===== config.mk =====
export PLATFORM = sky130hd
export DESIGN_NAME = left_shift_sequencer
export DESIGN_NICKNAME = d
export VERILOG_FILES = /design/src/rtl/shift_pkg.sv /design/src/rtl/left_shift_step.sv /design/src/rtl/left_shift_sequencer.sv
export SDC_FILE = /design/constraint.sdc
export NUM_CORES = 1
export LEC_CHECK = 0
export CORE_ASPECT_RATIO = 0.6
export CORE_MARGIN = 2
export CORE_UTILIZATION = 35
export DETAILED_ROUTE_END_ITERATION = 10
export PLACE_DENSITY_LB_ADDON = 0.2
export SKIP_LAST_GASP = 1
export SLEW_MARGIN = 20
export SYNTH_ARGS = -nofsm -noshare
export SYNTH_HDL_FRONTEND = slang
export SYNTH_SLANG_ARGS = --single-unit

===== constraint.sdc =====
create_clock -name clk -period 3.57 [get_ports clk]
set_clock_uncertainty 0.15 [all_clocks]
set_input_delay 0.714 -clock clk [delete_from_list [all_inputs] [get_ports clk]]
set_output_delay 0.714 -clock clk [all_outputs]
set_load 0.02 [all_outputs]

===== src/rtl/shift_pkg.sv =====
// Shared shift types for the left shift sequencer and the right shift register.
package shift_pkg;

  localparam int SHIFT_MODE_W = 1;

  typedef enum logic [SHIFT_MODE_W-1:0] {
    SHIFT_LOGICAL = 1'b0,
    SHIFT_ROTATE  = 1'b1
  } shift_mode_t;

  typedef enum logic [1:0] {
    IDLE  = 2'd0,
    SHIFT = 2'd1,
    DONE  = 2'd2
  } lshift_state_t;

endpackage


===== src/rtl/left_shift_step.sv =====
// One-position combinational left shifter: zero fill or rotate.
// sign_change flags a two's-complement sign flip caused by this step.
module left_shift_step
  import shift_pkg::*;
#(
  parameter int WIDTH = 16
) (
  input  logic [WIDTH-1:0] in,
  input  shift_mode_t      mode,
  output logic [WIDTH-1:0] out,
  output logic             shifted_out,
  output logic             sign_change
);

  logic fill;

  assign fill        = (mode == SHIFT_ROTATE) ? in[WIDTH-1] : 1'b0;
  assign out         = {in[WIDTH-2:0], fill};
  assign shifted_out = in[WIDTH-1];
  assign sign_change = in[WIDTH-1] ^ in[WIDTH-2];

endmodule


===== src/rtl/left_shift_sequencer.sv =====
// Multi-cycle left shifter: one bit position per clock, logical or rotate.
// Optional sticky signed-overflow flag is built only when LSHIFT_OVERFLOW_EN
// is defined; otherwise the overflow port is tied to 0.
module left_shift_sequencer
  import shift_pkg::*;
#(
  parameter int WIDTH = 16,
  parameter int AMT_W = $clog2(WIDTH) + 1
) (
  input  logic             clk,
  input  logic             reset,
  input  logic             start,
  input  logic [WIDTH-1:0] in,
  input  logic [AMT_W-1:0] amount,
  input  logic             mode,
  output logic             busy,
  output logic             done,
  output logic [WIDTH-1:0] out,
  output logic             carry,
  output logic             overflow
);

  localparam logic [AMT_W-1:0] WIDTH_AMT = AMT_W'(WIDTH);

  lshift_state_t    state_d, state_q;
  shift_mode_t      mode_d, mode_q;
  logic [AMT_W-1:0] count_d, count_q;
  logic [WIDTH-1:0] out_d, out_q;
  logic             carry_d, carry_q;
  logic             busy_d, busy_q;
  logic             done_d, done_q;

  logic             accept;
  logic [AMT_W-1:0] amt_clamped;
  logic [WIDTH-1:0] step_out;
  logic             step_shifted_out;
  logic             step_sign_change;

  // start is honoured only between operations; mid-shift requests are dropped
  assign accept      = start && ((state_q == IDLE) || (state_q == DONE));
  assign amt_clamped = (amount > WIDTH_AMT) ? WIDTH_AMT : amount;

  left_shift_step #(.WIDTH(WIDTH)) u_step (
    .in          (out_q),
    .mode        (mode_q),
    .out         (step_out),
    .shifted_out (step_shifted_out),
    .sign_change (step_sign_change)
  );

  // Next-state, datapath and registered status outputs
  always_comb begin
    state_d = state_q;
    mode_d  = mode_q;
    count_d = count_q;
    out_d   = out_q;
    carry_d = carry_q;
    case (state_q)
      SHIFT: begin
        out_d   = step_out;
        carry_d = step_shifted_out;
        count_d = count_q - 1'b1;
        if (count_q == AMT_W'(1)) state_d = DONE;
      end
      default: begin
        // IDLE and DONE: DONE always falls back to IDLE unless restarted
        state_d = IDLE;
        if (accept) begin
          out_d   = in;
          carry_d = 1'b0;
          mode_d  = shift_mode_t'(mode);
          count_d = amt_clamped;
          state_d = (amt_clamped != '0) ? SHIFT : DONE;
        end
      end
    endcase
    busy_d = (state_d == SHIFT);
    done_d = (state_d == DONE);
  end

  // State and datapath registers
  always_ff @(posedge clk) begin
    if (reset) begin
      state_q <= IDLE;
      mode_q  <= SHIFT_LOGICAL;
      count_q <= '0;
      out_q   <= '0;
      carry_q <= 1'b0;
      busy_q  <= 1'b0;
      done_q  <= 1'b0;
    end else begin
      state_q <= state_d;
      mode_q  <= mode_d;
      count_q <= count_d;
      out_q   <= out_d;
      carry_q <= carry_d;
      busy_q  <= busy_d;
      done_q  <= done_d;
    end
  end

  assign busy  = busy_q;
  assign done  = done_q;
  assign out   = out_q;
  assign carry = carry_q;

`ifdef LSHIFT_OVERFLOW_EN
  logic overflow_d, overflow_q;

  // Sticky sign-change detect, logical shifts only; cleared on each new start
  always_comb begin
    overflow_d = overflow_q;
    if (accept)
      overflow_d = 1'b0;
    else if ((state_q == SHIFT) && (mode_q == SHIFT_LOGICAL) && step_sign_change)
      overflow_d = 1'b1;
  end

  // Overflow flag register
  always_ff @(posedge clk) begin
    if (reset) overflow_q <= 1'b0;
    else       overflow_q <= overflow_d;
  end

  assign overflow = overflow_q;
`else
  logic unused_sign_change;
  assign unused_sign_change = step_sign_change;
  assign overflow           = 1'b0;
`endif

endmodule

==> summary.md <==
| Metric | Value |
|---|---|
| Worst Reg-to-Reg Cells | 3 |
| Area share of the largest cell type after synthesis | 0.465 |
| Fin Setup TNS | 0 ps |
| Hold EP | mode_q$_SDFFE_PP0P_ |
| Total of max-cap violations | 0 |
| Critical path's top delay family | buffers and inverters |
| Outcome | completed |
| Mean Syn Cell Area | 8.68 um^2 |
| DR iter-0 viols | 128 |
| Ports | 45 |
| Synth area leaders | dfxtp_1, a21oi_1, a22oi_1 |
| Crit Path Max Fanout | 3 |
| Min cycle time layout | 2150 ps |
| Area post-placement | 1610 um^2 |
| Share of cells above drive strength 1 | 0.0353 |
| Synth cell types | 29 |
| Number of global-route vias before repair | 1133 |
| RSZ-0062 raised after global routing | no |
| Area of the core | 3220 um^2 |
| Antenna-violating nets left | 0 |
| Antenna Cells | 0 |
| Critical-path top delay cell | clkdlybuf4s50_1 |
| Grt ovf | 0 |
| Insertion delay to the later sink of the worst-skew pair | 270 ps |
| Post-synth EDFFs | 0 |
| Post-synth top flop | dfxtp_1 |
| Arrival time at the worst endpoint | 1290 ps |
| Post-synth net total | 161 |
| Port bufs | 43 |
| Rel. slew slack | 0.328 |
| Flops & latches, synth | 27 |
| Startpoint types | flip-flop |
| Fmax | 0.465 GHz |
| CTS tree | built |
| Routed wire length | 3.22 mm |
| Worst reg2reg setup slack | 1890 ps |
| CP peak stage delay | 630 ps |
| Part of the Yosys area used for sequential elements | 0.465 |
| Initial core utilization | 0.361 |
| Inserted Clock Buffers | 3 |
| Clock net sink count | 27 |
| CTS Buffer Depth | 2 |
| Via count | 1200 |
| Worst Min Path Start | mode_q$_SDFFE_PP0P_ |
| Post-Syn Instances | 134 |
| Post-route cell area | 1650 um^2 |
| Top cells by count, synth | dfxtp_1, a21oi_1, nand3_1 |
| WP buf/inv | 1 |
| Final hold vios | 0 |
| Placed wire-length estimate | 2.14 mm |
| Reg2reg start | state_q[1]$_SDFF_PP0_ |
| Number of post-CTS setup repair buffers | 0 |
| CTS root buf | clkbuf_8 |
| Cts hold-fix bufs | 0 |
| Mapped cell area | 1160 um^2 |
| Total Nets Final | 198 |
| Drt pass-1 iters | 4 |
| DRC viols | 0 |
| Post_cts resized | 0 |
| Via/cell ratio | 5.58 |
| Count leader, synth | dfxtp_1 |
| PwrDens | 424 nW/um^2 |
| Async S/R FF share, synth | 0 |
| Die width | 78.4 um |
| Pins Over Slew Limit | 0 |
| Critical Path Sink Type | primary output |
| Area leader, netlist | dfxtp_1 |
| Height of the die | 48.7 um |
| VDD IR-drop max | 0.202 mV |
| Crit-path cells | clkdlybuf4s50_1 |
| Reg2reg end | out[0]$_SDFFE_PP0P_ |
| Gpl congestion | 0.832 |
| First-pass GRT wire length | 5.50 mm |
| Die ar. | 3820 um^2 |
| Antenna violations before repair | 0 |
| Setup CP Type | reg2out |
| Area grow syn2layout | 41.9% |
| Actual slew at the worst max-slew pin | 1010 ps |
| Reg clk slew, reported paths | 90 ps |
| Largest net degree at the start of global routing | 28 |
| P_leak | 0.574 nW |
| Hold depth | 2 |
| YS warnings | 0 |
| Routed length per instance | 15.0 um |
| Hold crit path type | reg2reg |
| CTS H-Tree Depth | 1 |
| Fin crit share | 0.602 |
| # rows | 16 |
| Final setup fails | 0 |
| Worst EP required | 2710 ps |
| Tot GR Track Use | 0.177 |
-- worst max-delay path by stage --
stage	from	endpoint	slack, ps	cells after the start
2_1_floorplan	amount[1]	done$_SDFF_PP0_	1740	3
3_3_place_gp	amount[2]	busy$_SDFF_PP0_	1260	4
3_5_place_dp	reset	out[0]$_SDFFE_PP0P_	1220	2
4_1_cts	out[11]$_SDFFE_PP0P_	out[11]	1400	1
5_1_grt	out[15]$_SDFFE_PP0P_	out[15]	1370	1
6_report	out[11]$_SDFFE_PP0P_	out[11]	1420	1
-- report_power, final --
group,internal [mW],total [mW],switching (mW)
clock,0.0800,0.173,0.0935
sequential,0.326,0.348,0.0219
combinational,0.0871,0.179,0.0922
total,0.493,0.701,0.208
-- sequential cells by signal (all words and copies together) (netlist names) --
| name | count |
|---|---|
| out | 16 |
| count_q | 5 |
| state_q | 2 |
| busy | 1 |
| carry | 1 |
| done | 1 |
| mode_q | 1 |
-- worst register-to-register path, stage by stage (launching register included) --
cell and delay (ps):
dfxtp_1 360, nand2b_1 680, a21oi_1 110, nor4_1 290
-- cell families (layout without fill, tap and decap cells) --
logic type	Yosys count	count (layout)	share of synthesized area
simple gates	39	39	0.183
flops	27	27	0.465
fa+ha+maj	2	2	0.0215
buf+inv	16	52	0.0602
compound gates	49	49	0.268
other cells	1	1	0.00322
-- metrics by stage --
| step | std cells | hold WS [ps] | power (mW) | worst slack, ps | util |
|---|---|---|---|---|---|
| global route | 215 | 364 | 0.740 | 1370 | 0.512 |
| detailed placement | 211 | 308 | 0.534 | 1220 | 0.498 |
| finish | 215 | 322 | 0.701 | 1420 | 0.512 |
| floorplan | 134 | 286 | 0.453 | 1740 | - |
| CTS | 215 | 326 | 0.706 | 1400 | 0.512 |
| global placement | 211 | 296 | 0.530 | 1260 | 0.498 |
-- cell type report --
class	instances	area (um^2)
inverter	3	11.3
timing repair buffer	45	445
multi-input combinational	91	553
tap	45	56.3
clock buffer	4	45.0
fill	292	1570
sequential	27	541
-- layout by cell type, fill, tap and decap left out --
cell / n
a21oi_1: 25
o32a_1: 1
ha_1: 2
or2b_4: 1
nand3b_1: 1
o211ai_1: 1
dfxtp_1: 27
nor2b_1: 2
buf_4: 2
clkbuf_1: 1
nor3_1: 2
o21ai_0: 1
a2bb2oi_1: 2
a22oi_1: 16
a32oi_1: 2
or4_1: 1
or3_1: 1
or4b_1: 1
clkbuf_8: 3
nor2_1: 3
nand2b_1: 1
nand2_1: 4
nor4_1: 2
inv_1: 3
nand3_1: 19
nor3b_1: 1
o311ai_0: 1
conb_1: 1
clkdlybuf4s50_1: 43
-- per-layer routing --
metal	up-vias	share of wire	GRT usage
met4	0	0.0078	0.0439
met2	60	0.41	0.247
met5	-	0	0
met3	4	0.11	0.0560
met1	563	0.47	0.263
li1	573	-	-
Note: power is estimated with default switching activity, not from simulation.
